$ cat src/rtl/mp64_extmem_arb.sv
// Two-port round-robin arbiter for the external-memory PHY port.
// Grants one whole burst at a time and steers write/read beats to the owning master.
module mp64_extmem_arb #(
   parameter int ADDR_W  = 64,
   parameter int DATA_W  = 64,
   parameter int BURST_W = 8,
   parameter int TIMEOUT = 1024
) (
   input  logic               sys_clk,
   input  logic               sys_rst_n,
   input  logic               m0_req,
   input  logic [ADDR_W-1:0]  m0_addr,
   input  logic               m0_wen,
   input  logic [DATA_W-1:0]  m0_wdata,
   input  logic [BURST_W-1:0] m0_burst_len,
   output logic               m0_ready,
   output logic [DATA_W-1:0]  m0_rdata,
   output logic               m0_rvalid,
   output logic               m0_err,
   input  logic               m1_req,
   input  logic [ADDR_W-1:0]  m1_addr,
   input  logic               m1_wen,
   input  logic [DATA_W-1:0]  m1_wdata,
   input  logic [BURST_W-1:0] m1_burst_len,
   output logic               m1_ready,
   output logic [DATA_W-1:0]  m1_rdata,
   output logic               m1_rvalid,
   output logic               m1_err,
   output logic               phy_req,
   output logic [ADDR_W-1:0]  phy_addr,
   output logic               phy_wen,
   output logic [DATA_W-1:0]  phy_wdata,
   output logic [BURST_W-1:0] phy_burst_len,
   input  logic [DATA_W-1:0]  phy_rdata,
   input  logic               phy_rvalid,
   input  logic               phy_ready,
   output logic               busy
);

   localparam int TMO_W = $clog2(TIMEOUT);
   localparam logic [TMO_W-1:0]   TMO_LAST = TMO_W'(TIMEOUT - 1);
   localparam logic [TMO_W-1:0]   TMO_ONE  = TMO_W'(1);
   localparam logic [BURST_W:0]   CNT_ONE  = (BURST_W + 1)'(1);

   typedef enum logic [1:0] {IDLE, WRITE, RCMD, RDATA} state_t;

   state_t             state_reg, state_next;
   logic               owner_reg, owner_next;
   logic               last_owner_reg, last_owner_next;
   logic [BURST_W:0]   beat_cnt_reg, beat_cnt_next;
   logic [TMO_W-1:0]   tmo_cnt_reg, tmo_cnt_next;
   logic               grant;
   logic               owned;

   logic [1:0]         req_vec;
   logic [1:0]         wen_vec;
   logic [1:0]         ready_vec;
   logic [1:0]         rvalid_vec;
   logic [1:0]         err_vec;
   logic [ADDR_W-1:0]  addr_arr  [2];
   logic [DATA_W-1:0]  wdata_arr [2];
   logic [BURST_W-1:0] len_arr   [2];
   logic [BURST_W:0]   eff_len   [2];

   assign req_vec      = {m1_req, m0_req};
   assign wen_vec      = {m1_wen, m0_wen};
   assign addr_arr[0]  = m0_addr;
   assign addr_arr[1]  = m1_addr;
   assign wdata_arr[0] = m0_wdata;
   assign wdata_arr[1] = m1_wdata;
   assign len_arr[0]   = m0_burst_len;
   assign len_arr[1]   = m1_burst_len;

   // A zero length field still moves one beat.
   genvar gi;
   generate
      for (gi = 0; gi < 2; gi++) begin : g_len
         assign eff_len[gi] = (len_arr[gi] == '0) ? CNT_ONE : {1'b0, len_arr[gi]};
      end
   endgenerate

   always_ff @(posedge sys_clk) begin
      if (!sys_rst_n) begin
         state_reg      <= IDLE;
         owner_reg      <= 1'b0;
         last_owner_reg <= 1'b1;
         beat_cnt_reg   <= '0;
         tmo_cnt_reg    <= '0;
      end else begin
         state_reg      <= state_next;
         owner_reg      <= owner_next;
         last_owner_reg <= last_owner_next;
         beat_cnt_reg   <= beat_cnt_next;
         tmo_cnt_reg    <= tmo_cnt_next;
      end
   end

   always_comb begin
      state_next      = state_reg;
      owner_next      = owner_reg;
      last_owner_next = last_owner_reg;
      beat_cnt_next   = beat_cnt_reg;
      tmo_cnt_next    = tmo_cnt_reg;
      grant           = 1'b0;
      phy_req         = 1'b0;
      ready_vec       = 2'b00;
      rvalid_vec      = 2'b00;
      err_vec         = 2'b00;
      case (state_reg)
         IDLE: begin
            if (req_vec != 2'b00) begin
               // On a tie the port that did not win last time goes next.
               grant           = (req_vec == 2'b11) ? ~last_owner_reg : req_vec[1];
               owner_next      = grant;
               last_owner_next = grant;
               beat_cnt_next   = eff_len[grant];
               tmo_cnt_next    = '0;
               state_next      = wen_vec[grant] ? WRITE : RCMD;
            end
         end
         WRITE: begin
            phy_req = 1'b1;
            if (phy_ready) begin
               ready_vec[owner_reg] = 1'b1;
               beat_cnt_next        = beat_cnt_reg - CNT_ONE;
               if (beat_cnt_reg <= CNT_ONE)
                  state_next = IDLE;
            end
         end
         RCMD: begin
            phy_req = 1'b1;
            if (phy_ready) begin
               ready_vec[owner_reg] = 1'b1;
               beat_cnt_next        = eff_len[owner_reg];
               tmo_cnt_next         = '0;
               state_next           = RDATA;
            end
         end
         RDATA: begin
            if (phy_rvalid) begin
               rvalid_vec[owner_reg] = 1'b1;
               beat_cnt_next         = beat_cnt_reg - CNT_ONE;
               tmo_cnt_next          = '0;
               if (beat_cnt_reg <= CNT_ONE)
                  state_next = IDLE;
            end else if (tmo_cnt_reg == TMO_LAST) begin
               err_vec[owner_reg] = 1'b1;
               state_next         = IDLE;
            end else begin
               tmo_cnt_next = tmo_cnt_reg + TMO_ONE;
            end
         end
         default: state_next = IDLE;
      endcase
   end

   assign owned         = (state_reg != IDLE);
   assign busy          = owned;
   assign phy_addr      = owned ? addr_arr[owner_reg] : '0;
   assign phy_wen       = owned ? wen_vec[owner_reg] : 1'b0;
   assign phy_wdata     = owned ? wdata_arr[owner_reg] : '0;
   assign phy_burst_len = owned ? eff_len[owner_reg][BURST_W-1:0] : '0;

   assign m0_ready  = ready_vec[0];
   assign m1_ready  = ready_vec[1];
   assign m0_rvalid = rvalid_vec[0];
   assign m1_rvalid = rvalid_vec[1];
   assign m0_err    = err_vec[0];
   assign m1_err    = err_vec[1];
   assign m0_rdata  = phy_rdata;
   assign m1_rdata  = phy_rdata;

endmodule

$ cat config.mk
export PLATFORM = sky130hd
export DESIGN_NAME = mp64_extmem_arb
export DESIGN_NICKNAME = d
export VERILOG_FILES = /design/src/rtl/mp64_extmem_arb.sv
export SDC_FILE = /design/constraint.sdc
export NUM_CORES = 1
export LEC_CHECK = 0
export BUFFER_PORTS_ARGS = -buffer_cell sky130_fd_sc_hd__buf_4
export CAP_MARGIN = 30
export CORE_AREA = 8 8 232 234
export DETAILED_ROUTE_END_ITERATION = 8
export DIE_AREA = 0 0 240 242
export GPL_TIMING_DRIVEN = 1
export HOLD_SLACK_MARGIN = 0.15
export PLACE_DENSITY = 0.39
export RECOVER_POWER = 25
export SETUP_SLACK_MARGIN = 0.02
export SKIP_LAST_GASP = 1
export SLEW_MARGIN = 0
export SYNTH_ARGS = -nofsm -noshare
export SYNTH_HDL_FRONTEND = slang
export SYNTH_SLANG_ARGS = --single-unit
$ cat constraint.sdc
create_clock -name sys_clk -period 2.8 [get_ports sys_clk]
set_clock_uncertainty 0.15 [all_clocks]
set_input_delay 0.14 -clock sys_clk [delete_from_list [all_inputs] [get_ports sys_clk]]
set_output_delay 0.14 -clock sys_clk [all_outputs]
set_load 0.05 [all_outputs]
==> results.md <==
* Status: finished clean
* Worst-margin pin slew at about 1.4 ns
* Die X at 240 µm
* Dpl hpwl at ~33,000 µm
* Worst setup path start: state_reg[0]
* Max-slew violation count at 0
* Gr ovfl total at 0
* EDFF count, synth at 0
* Initial antenna violation count at 8
* H-tree levels at 1
* Syn_nets at about 1,000
* Num CTS Buffers at 3
* Vias in the first global route at roughly 6.3k
* Routed WL at 38,900 µm
* CP Data Required Time at between 2 and 3 ns
* Crit-path max cell delay at 0.59 ns
* Hold WC Path Type: in2reg
* Storage cell area at around 460 µm²
* Starting Density at 9.05%
* Clock Latency Late Sink at around 0.25 ns
* Row count at 83
* Hold Vio Cnt, Final at 0
* Core area at 50,500 µm²
* Setup_tns at 0 ns
* Final setup vio count at 0
* Rel. slew slack at around 5.6%
* Syn_area_per_cell at slightly above 7 µm²
* RSZ-0062 raised after global routing: false
* Max-Cap Viols at 0
* Area Overhead vs Synth at 89.7%
* CTS Sinks at 23
* GRT Util Overall at approximately an eighth
* Commonest non-fill, non-tap cell in the layout: buf_4
* Achievable frequency at a little under 400 MHz
* Final ANT Viol Nets at 0
* Flops & latches, synth at 23
* Die Ht at ~240 µm
* Async set or reset register ratio after synthesis at 0%
* Reg2reg path depth at 8
* Initial detailed-routing violation count at 156
* Worst Hold Launch: phy_rvalid
* Fillers at 5,895
* Worst path depth at 8
* Global placement routability congestion at ~0.77
* Post-Syn Area at 4570 µm²
* Max reg flops at 10
* Gate Count Post-Synth at between 600 and 700
* Max Buffers Root-to-Sink at 2
* Area occupied by multi-input gates at 2980 µm²
* Primary FF master, synth: dfxtp_1
* CP endpoint kind: register
* Synth Warn # at 0
* First-pass detailed-route iteration total at 4
* Root buf cell: clkbuf_16
* Lkg Pwr at roughly 0.0038 µW
* WP data arrival at approximately 2.5 ns
* PwrDens at ~1000 nW/µm²
* Peak supply drop at approximately 0.50 mV
* Crit path max-delay family: buffers and inverters
* TritonCTS clock tree: yes
* Final Critical Period at ~2.5 ns
* Slowest cell on crit path: dlygate4sd3_1
* Sequential fraction of the synthesis area at about a tenth
* Port buffer count at ~420
* Die footprint at 58,100 µm²
* Vias per cell at about 3.5
* Critical path type: reg2reg
* Final Cycle Share at between 90% and 100%
* First-pass GRT wire length at 50,900 µm
* Routed via count at roughly 5.9k
* Top Ports at approximately 620
* Dpl ws at roughly 0.43 ns
* Reg2Reg Launch Point: state_reg[0]
* Hold depth at 5
* Maximum fanout along the worst path at 22
* Final worst slack at roughly 0.25 ns
* Worst-path cell chain: inv_1 > ha_4 > buf_16 > and3b_1 > a21o_1 > a221oi_1 > dlygate4sd3_1 > o22ai_1
* Average wire per standard cell at between 20 and 25 µm
* Startpoint Class: register
* Worst-path clk slew at approximately 0.060 ns
* Nets at 1,366
* Largest net degree at the start of global routing at 86
* WP buf/inv at 3
* Share of cells above drive strength 1 at between 40 and 50%
* # DRC at 0
* Yosys cell types at 52
* Most frequent cells in the layout: buf_4, nor2_1, mux2i_1
-- where the power goes --
| group | internal [µW] | switching, µW |
|---|---|---|
| combinational | 2360 | 5730 |
| sequential | 401 | 125 |
| clock | 192 | 123 |
| total | 2960 | 5970 |
-- layout make-up --
cell class / count / area share, %
clock buffers: 3 / 0.866
inverters: 9 / 0.390
flip-flops and latches: 23 / 5.36
clock inverters: 1 / 0.0578
repair buffers: 540 / 49.0
multi-input cells: 438 / 34.4
diodes: 3 / 0.0866
well taps: 680 / 9.82
-- cell usage after synthesis, types with 6 or more instances --
cell type	n	area share (%)
nor2_1	149	12
mux2i_1	139	30
buf_4	128	21
dfxtp_1	23	10
clkbuf_1	17	1.4
nand2_1	15	1.2
a21oi_1	14	1.5
o21ai_0	13	1.4
buf_2	11	1.2
nor4_1	11	1.5
inv_1	9	0.74
nor3_1	9	0.99
a221oi_1	7	1.3
buf_1	7	0.58
ha_1	7	1.9
o211ai_1	6	0.99
or4_1	6	0.99
-- routing by layer --
layer / vias to the layer above / global-route usage [%] / wire [µm]
li1: 2834 / - / -
met1: 2808 / 15.1 / 16400
met2: 279 / 20.9 / 18900
met3: 10 / 3.67 / 3040
met4: 0 / 1.59 / 505
met5: - / 0 / 0
-- worst paths after layout --
kind         slack (ns)              end
max                0.25  beat_cnt_reg[3]
min                0.19   tmo_cnt_reg[1]
max reg2reg        0.25  beat_cnt_reg[3]
min reg2reg        0.33   tmo_cnt_reg[9]
-- repair_timing --
item,4_1_cts,5_1_grt
endpoints found under the hold margin,140,0
setup buffers,0,4
hold buffers,80,0
setup endpoints to repair,0,4
gates resized for setup,0,2
-- logic make-up (layout without fill, tap and decap cells) --
family	Yosys count	in the layout	share of synthesized area, %
buffers and inverters	173	553	25.2
and+or+nand+nor	224	224	22.1
other	0	3	0
DFF	23	23	10.1
adders and majority gates	7	7	1.92
muxes	141	141	31.0
AOI/OAI and AO/OA	66	66	9.75
-- through the flow --
| stage | std cells | utilization [%] | power (µW) | area (µm²) | hold WS (ns) |
|---|---|---|---|---|---|
| floorplan | 634 | - | 5670 | 4570 | 0.151 |
| finish | 1697 | 17.2 | 8930 | 8670 | 0.192 |
| global route | 1695 | 17.2 | 9430 | 8660 | 0.214 |
| CTS | 1669 | 16.9 | 8860 | 8530 | 0.200 |
| global placement | 1585 | 15.1 | 7980 | 7630 | 0.130 |
| detailed placement | 1585 | 15.1 | 8000 | 7630 | 0.130 |
-- worst reg2reg max path, stage by stage (launching register included) --
cell and delay (ns):
dfxtp_1 0.35, inv_1 0.14, ha_4 0.22, buf_16 0.18
and3b_1 0.19, a21o_1 0.22, a221oi_1 0.31, dlygate4sd3_1 0.59
o22ai_1 0.07
Note: power is estimated with default switching activity, not from simulation.
